===== config.mk =====
export PLATFORM = sky130hd
export DESIGN_NAME = regfile_write_arbiter
export DESIGN_NICKNAME = d
export VERILOG_FILES = /design/src/rtl/regfile_write_arbiter_pkg.sv /design/src/rtl/rf_result_fifo.sv /design/src/rtl/regfile_write_arbiter.sv
export SDC_FILE = /design/constraint.sdc
export NUM_CORES = 1
export LEC_CHECK = 0
export CORE_MARGIN = 2
export CORE_UTILIZATION = 24
export CTS_CLUSTER_SIZE = 8
export DETAILED_ROUTE_END_ITERATION = 6
export PLACE_DENSITY = 0.45
export RECOVER_POWER = 25
export SLEW_MARGIN = 0
export SYNTH_ARGS = -nofsm -noshare
export SYNTH_HDL_FRONTEND = slang
export SYNTH_SLANG_ARGS = --single-unit

===== constraint.sdc =====
create_clock -name clock -period 3.5 [get_ports clock]
set_clock_uncertainty 0.2 [all_clocks]
set_input_delay 0.7 -clock clock [delete_from_list [all_inputs] [get_ports clock]]
set_output_delay 0.7 -clock clock [all_outputs]
set_load 0.05 [all_outputs]

===== src/rtl/regfile_write_arbiter_pkg.sv =====
// Shared definitions for the register-file write arbiter.
//   - Default data / register-index widths.
//   - Width of the starvation age counter (holds limits up to 7).
//   - NORMAL / FORCE arbitration state encoding.
package regfile_write_arbiter_pkg;

  localparam int IALU_WORD_WIDTH_DEF = 16;
  localparam int REG_IDX_WIDTH_DEF   = 4;
  localparam int AGE_W               = 3;

  typedef enum logic {
    ST_NORMAL = 1'b0,
    ST_FORCE  = 1'b1
  } arb_state_e;

endpackage


===== src/rtl/rf_result_fifo.sv =====
// Synchronous FIFO holding multi-cycle results (data + destination index).
// No bypass: an entry pushed at edge N appears at the head from N+1.
// A push while full is dropped, even if a pop happens in the same cycle.
// Ports:
//   clock, reset      - clock, synchronous active-high reset (empties FIFO)
//   push_i            - enqueue request (ignored when full)
//   push_data_i/idx_i - entry to enqueue
//   pop_i             - dequeue the head (ignored when empty)
//   full_o, empty_o   - occupancy flags
//   head_data_o/idx_o - current head entry (valid when !empty_o)
module rf_result_fifo #(
  parameter int DATA_W = 16,
  parameter int IDX_W  = 4,
  parameter int DEPTH  = 2
) (
  input  logic              clock,
  input  logic              reset,
  input  logic              push_i,
  input  logic [DATA_W-1:0] push_data_i,
  input  logic [IDX_W-1:0]  push_idx_i,
  input  logic              pop_i,
  output logic              full_o,
  output logic              empty_o,
  output logic [DATA_W-1:0] head_data_o,
  output logic [IDX_W-1:0]  head_idx_o
);

  localparam int PTR_W = (DEPTH > 1) ? $clog2(DEPTH) : 1;
  localparam int CNT_W = PTR_W + 1;

  logic [DATA_W-1:0] data_q [DEPTH];
  logic [IDX_W-1:0]  idx_q  [DEPTH];
  logic [PTR_W-1:0]  wr_ptr_q, rd_ptr_q;
  logic [CNT_W-1:0]  count_q, count_d;
  logic              do_push, do_pop;

  assign full_o  = (count_q == CNT_W'(DEPTH));
  assign empty_o = (count_q == '0);
  assign do_push = push_i & ~full_o;
  assign do_pop  = pop_i & ~empty_o;

  assign head_data_o = data_q[rd_ptr_q];
  assign head_idx_o  = idx_q[rd_ptr_q];

  always_comb begin
    count_d = count_q;
    if (do_push && !do_pop) count_d = count_q + 1'b1;
    if (!do_push && do_pop) count_d = count_q - 1'b1;
  end

  // Pointers wrap naturally because DEPTH is a power of two.
  always_ff @(posedge clock) begin
    if (reset) begin
      wr_ptr_q <= '0;
      rd_ptr_q <= '0;
      count_q  <= '0;
    end else begin
      count_q <= count_d;
      if (do_push) wr_ptr_q <= wr_ptr_q + 1'b1;
      if (do_pop)  rd_ptr_q <= rd_ptr_q + 1'b1;
    end
  end

  // Storage carries no reset; occupancy is tracked by the pointers/count.
  always_ff @(posedge clock) begin
    if (do_push) begin
      data_q[wr_ptr_q] <= push_data_i;
      idx_q[wr_ptr_q]  <= push_idx_i;
    end
  end

endmodule


===== src/rtl/regfile_write_arbiter.sv =====
// Owns the single register-file write port, shared between the in-order
// writeback stage and late-returning multi-cycle results buffered in a FIFO.
// Writeback wins by default; the FIFO head wins on a same-index conflict
// (it is older) and after being starved for STARVE_LIMIT cycles.
// Ports:
//   clock, reset                  - clock, synchronous active-high reset
//   in_wb_act/res/reg_idx         - writeback write request
//   out_wb_stall                  - writeback not taken this cycle; hold inputs
//   in_mc_valid/res/reg_idx       - multi-cycle result offer
//   out_mc_ready                  - FIFO accepts the offer this cycle
//   out_mc_pending                - FIFO holds at least one entry
//   out_rf_we/data/idx            - registered register-file write port
module regfile_write_arbiter
  import regfile_write_arbiter_pkg::*;
#(
  parameter int IALU_WORD_WIDTH = IALU_WORD_WIDTH_DEF,
  parameter int REG_IDX_WIDTH   = REG_IDX_WIDTH_DEF,
  parameter int FIFO_DEPTH      = 2,
  parameter int STARVE_LIMIT    = 4
) (
  input  logic                       clock,
  input  logic                       reset,
  input  logic                       in_wb_act,
  input  logic [IALU_WORD_WIDTH-1:0] in_wb_res,
  input  logic [REG_IDX_WIDTH-1:0]   in_wb_reg_idx,
  output logic                       out_wb_stall,
  input  logic                       in_mc_valid,
  input  logic [IALU_WORD_WIDTH-1:0] in_mc_res,
  input  logic [REG_IDX_WIDTH-1:0]   in_mc_reg_idx,
  output logic                       out_mc_ready,
  output logic                       out_mc_pending,
  output logic                       out_rf_we,
  output logic [IALU_WORD_WIDTH-1:0] out_rf_data,
  output logic [REG_IDX_WIDTH-1:0]   out_rf_idx
);

  localparam logic [AGE_W-1:0] LIMIT = AGE_W'(STARVE_LIMIT);

  function automatic logic [AGE_W-1:0] sat_inc(input logic [AGE_W-1:0] v);
    return (v >= LIMIT) ? LIMIT : v + 1'b1;
  endfunction

  logic                       fifo_full, fifo_empty, mc_push;
  logic [IALU_WORD_WIDTH-1:0] head_res;
  logic [REG_IDX_WIDTH-1:0]   head_idx;
  logic                       grant_wb, grant_mc;
  arb_state_e                 state_q;
  logic [AGE_W-1:0]           age_q, age_d;

  assign out_mc_ready   = ~fifo_full & ~reset;
  assign mc_push        = in_mc_valid & out_mc_ready;
  assign out_mc_pending = ~fifo_empty;

  rf_result_fifo #(
    .DATA_W (IALU_WORD_WIDTH),
    .IDX_W  (REG_IDX_WIDTH),
    .DEPTH  (FIFO_DEPTH)
  ) u_fifo (
    .clock       (clock),
    .reset       (reset),
    .push_i      (mc_push),
    .push_data_i (in_mc_res),
    .push_idx_i  (in_mc_reg_idx),
    .pop_i       (grant_mc),
    .full_o      (fifo_full),
    .empty_o     (fifo_empty),
    .head_data_o (head_res),
    .head_idx_o  (head_idx)
  );

  // A head writing the same register as writeback is older, so it must land
  // first to preserve write-after-write order.
  always_comb begin
    grant_wb = 1'b0;
    grant_mc = 1'b0;
    if (!reset) begin
      if (state_q == ST_FORCE) begin
        grant_mc = ~fifo_empty;
      end else if (in_wb_act) begin
        if (!fifo_empty && (head_idx == in_wb_reg_idx)) grant_mc = 1'b1;
        else                                            grant_wb = 1'b1;
      end else begin
        grant_mc = ~fifo_empty;
      end
    end
  end

  assign out_wb_stall = in_wb_act & ~grant_wb & ~reset;

  // Age counts consecutive cycles the head is denied.
  always_comb begin
    if (fifo_empty || grant_mc) age_d = '0;
    else                        age_d = sat_inc(age_q);
  end

  // FORCE is entered on the edge where the age reaches the limit, so the
  // head is denied exactly STARVE_LIMIT cycles before the forced grant.
  always_ff @(posedge clock) begin
    if (reset) begin
      state_q     <= ST_NORMAL;
      age_q       <= '0;
      out_rf_we   <= 1'b0;
      out_rf_data <= '0;
      out_rf_idx  <= '0;
    end else begin
      age_q <= age_d;
      if (state_q == ST_FORCE)  state_q <= ST_NORMAL;
      else if (age_d == LIMIT)  state_q <= ST_FORCE;
      out_rf_we <= grant_wb | grant_mc;
      if (grant_wb) begin
        out_rf_data <= in_wb_res;
        out_rf_idx  <= in_wb_reg_idx;
      end else if (grant_mc) begin
        out_rf_data <= head_res;
        out_rf_idx  <= head_idx;
      end
    end
  end

endmodule


# After elaboration in Yosys (flattened, before gate mapping)
# Memories as Yosys holds them, arrays and structs flattened. A register that Yosys moved wholly into a read port is not among the register bits.
# Index checks and enable logic that the tools add are counted.
# totals
elab_cells,64
mem_count,2
regBits,29
mem_bits_rw,40
# memory_table
memory,words,word_bits,read_ports,rd_ports_with_merged_regs,write_ports,line_no,rtl
u_fifo.data_q,2,16,1,1,1,rf_result_fifo.sv:31,logic [DATA_W-1:0] data_q [DEPTH];
u_fifo.idx_q,2,4,1,1,1,rf_result_fifo.sv:32,logic [IDX_W-1:0] idx_q [DEPTH];
# op_classes
reduce_logical,11
n_eq_ne,3
n_bitwise,11
muxes,23
add_sub_neg,5
magnitude_cmp,1
# ops
op,n
16-bit 2-to-1 mux,2
1-bit 2-to-1 mux,15
4-bit 2-to-1 mux,2
1-bit AND,6
3-bit 2-to-1 mux,2
4-bit == test,1
2-bit 2-to-1 mux,2
1-bit NOT,4
2-bit nonzero test,2
"3-bit by 1-bit adder with 3-bit output, second input constant",1
"3-bit == test, second input constant",1
"3-bit greater-or-equal comparator, second input constant",1
1-bit logical AND,3
1-bit zero test,3
"1-bit adder, second input constant",2
"2-bit by 1-bit adder with 2-bit output, second input constant",1
"2-bit == test, second input constant",1
2-bit zero test,1
2-bit OR reduction,1
"2-bit by 1-bit subtractor with 2-bit output, second input constant",1
1-bit logical OR,1
1-bit OR,1

# Logic depth before layout (Yosys ltp)
# depth
word_depth,12
mapped_depth,9
depth_no_buf,8

# By module
# From an unflattened synthesis, not the netlist that was laid out.
# hier_totals
hier_cells,261
area_unflattened_um2,3090.5
# modules_own_cells
mod,cells_each,instances,area_per_inst_um2,seq_area_each_um2
rf_result_fifo,88,1,1660.3,1301.2
regfile_write_arbiter,173,1,1430.1,500.5

# Worst setup path after synthesis
# No wires, ideal clock.
# synth_path
path_type,register to output
start,reg with a tool-made name
end,out out_wb_stall
stages_incl_launch_ff,8
path_slack_ps,-101
path_buffers,2
arrival_ps,2701
path_cell_list,dfxtp_1 > buf_6 > mux2i_2 > xnor2_1 > nor4_4 > buf_2 > a21oi_1 > nor3b_1
# synth_lines
element,line_no,rtl
"end, declared",regfile_write_arbiter.sv:26,"output logic out_wb_stall,"

==> impl_metrics.py <==
metrics = {
    "worst_setup_path": {
        "crit_type": "flip-flop to output pin",
        "reg2reg_depth": 7,
        "end_kind": "output pin",
        "path_buf_inv": 1,
        "crit_slowest_cell": "dfxtp_1",
        "reg2reg_slack_ps": 740,
        "crit_family": "simple AND/OR/NAND/NOR gates",
        "worst-path-max-fanout": 5,
        "worstSetupStartpointType": "flip-flop",
        "r2r_end": "u_fifo.count_q[1]",
        "critPathRequiredTime_ps": 2600,
        "path_cells": "mux2i_1 > xnor2_1 > nor4_4 > a21oi_1 > nor3b_2 > buf_12",
        "cpPeakStageDelay_ps": 510,
        "cp.arrival_ps": 2210,
    },
    "clock_network": {
        "postCtsSetupBuffers": 0,
        "cts_hold_buffers": 0,
        "cts_resized": 0,
        "clkTransAtPathRegs_ps": 60,
        "clkLatencyLatePin_ps": 330,
        "clock_sinks": 70,
        "cts_inserted_buffers": 9,
        "cts_tree": "done",
        "cts_root_buffer": "clkbuf_16",
        "cts_buffer_depth": 2,
        "htreeDepth": 3,
    },
    "synthesis": {
        "synthArstFlopShare": 0,
        "synth_edf_count": 40,
        "avgSynthCellArea_um2": 11.13,
        "ys_top_cells_by_area": "edfxtp_1, dfxtp_1, nand2_1, mux2i_1, o2111ai_1",
        "ys_ff_latch": 70,
        "yosysUniqueCellTypes": 29,
        "ys.flop_type": "edfxtp_1",
        "syn_area_mm2": 0.003017,
        "synth_cells": 271,
        "yosysTopAreaCell": "edfxtp_1",
        "ys.warnings.count": 0,
        "synth_seq_area_share": 0.5973,
        "synth_top_area_frac": 0.3982,
        "synth_nets": 318,
    },
    "global_route": {
        "gr-usage-all-layers": 0.1206,
        "grt_pass1_wl_mm": 11.97,
        "grt_pass1_vias": 2234,
        "grt_max_degree": 42,
        "gr-total-overflow": 0,
        "antenna_found_initial": 0,
    },
    "cells_and_area": {
        "seqCellArea_mm2": 0.001802,
        "multi_input_area_mm2": 0.001114,
        "area_delta_synth_final_pct": 38.74,
        "num_antenna_cells": 0,
        "drive_above_1_share": 0.08455,
        "nets": 385,
        "layout_common_cells": "nand2_1, clkdlybuf4s50_1, edfxtp_1",
        "utilization": 0.3441,
        "final_common_cell": "nand2_1",
        "fill_cells": 1203,
    },
    "sta": {
        "setup_tns_ps": 0,
        "finalSetupViolations": 0,
        "slew_headroom": 0.2904,
        "final.setup.worst_slack_ps": 385.8,
        "slew_violations": 0,
        "finalCritPeriodShare": 0.8898,
        "worst_pin_slew_ps": 1064,
        "rsz0062_at_grt": "no",
        "hold_violations": 0,
        "min_period_ps": 3114,
        "fmax_ghz": 0.3211,
    },
    "power_and_ir_drop": {
        "power_uw": 2417,
        "vdd_drop_max_v": 0.0002106,
        "cellLeakagePower_uw": 0.001410,
        "power_density_mw_per_mm2": 577.4,
    },
    "floorplanning": {
        "start_util": 0.2480,
        "num_rows": 40,
        "core-area_mm2": 0.01216,
        "dieArea_mm2": 0.01348,
        "die_h_um": 116.1,
        "num_io_pins": 68,
        "die_w_um": 116.1,
    },
    "worst_hold_path": {
        "min_path_cells": 2,
        "hold_path.class": "flip-flop to flip-flop",
        "hp-start": "out_rf_idx[3]",
        "holdPathEnd": "out_rf_idx[3]",
    },
    "placement": {
        "portBuffers": 67,
        "hpwlAfterDp_mm": 5.369,
        "place_congestion": 0.7312,
        "place_ws_ps": 424.7,
    },
    "detailed_routing": {
        "viasPerCell": 4.440,
        "firstDrtPassIters": 4,
        "drc": 0,
        "vias": 2269,
        "routed_wl_mm": 7.694,
        "ant_nets": 0,
        "dr.first_iter.drc_count": 86,
        "drt-wirelength-per-cell_um": 15.06,
    },
    "run_status": {
        "status": "complete, no violations",
    },
    "flow_run": {
        "drv_cap": 0,
    },
}
## how the worst max path moves through the flow
stage                                start                  end  slack [ps]  cells after the start
after floorplan                      reset  u_fifo.data_q[0][0]          10                      4
after global placement    in_wb_reg_idx[1]         out_wb_stall         400                      6
after detailed placement         in_wb_act       out_rf_data[9]         420                      5
after CTS                        flip-flop         out_wb_stall         340                      6
after global routing             flip-flop         out_wb_stall         210                      6
final                            flip-flop         out_wb_stall         390                      6
## per-stage QoR
step	area, um2	hold slack [ps]	cells
after floorplan	3022	245.8	271
after global placement	3894	254.4	495
after detailed placement	3894	258.4	495
after CTS	4185	271.9	511
after global routing	4185	295.6	511
final	4185	264.4	511
## worst register-to-register path: cells and delay by family, from the launching register on
family                   cells  cell delay, ps
multiplexers                 1             350
AO/OA/AOI/OAI                2             620
adder cells (fa/ha/maj)      1             300
XOR/XNOR                     1             180
AND/OR/NAND/NOR              2             560
flip-flops                   1             510
## Yosys cell counts, drive strengths merged, types with 2 or more instances
master	instances
a21oi	5
buf	4
clkbuf	16
dfxtp	30
edfxtp	40
ha	3
inv	5
mux2i	20
nand2	58
nand2b	2
nor2	8
nor3	3
o2111ai	16
o21ai	26
o311ai	16
or3	3
xnor2	5
xor2	2
## flip-flops by register name (all words and copies together) (netlist names), 2 cells and up, named ones only
register	flops
u_fifo.data_q	32
u_fifo.idx_q	8
u_fifo.count_q	2
out_rf_data	16
age_q	3
out_rf_idx	4
## cell type report
class	instances	area share
clock buffers	11	0.05561
clock inverters	5	0.01405
inverters	6	0.005381
multi-input cells	175	0.2661
flip-flops and latches	70	0.4305
well taps	168	0.05022
repair buffers	76	0.1782
## power by group
part	total, uW	switching [uW]	internal [uW]	leakage, uW
clock	892	339	553	0.000136
combinational	545	348	196	0.000659
sequential	980	37.9	942	0.000614
## cell families after synthesis
family,Yosys count,synth area share
simple gates,80,0.1161
mux,20,0.06760
compound gates,65,0.1501
buf+inv,26,0.03608
flops,70,0.5973
fa+ha+maj,3,0.01244
xor+xnor,7,0.02032
## metal layers
layer  up-vias  wire [um]  GRT usage
li1       1139          -          -
met1      1080       3837     0.1663
met2        42       3496     0.1821
met3         8        264    0.03217
met4         0         95    0.04524
met5         -          0          0
(Power assumes the default switching activity.)
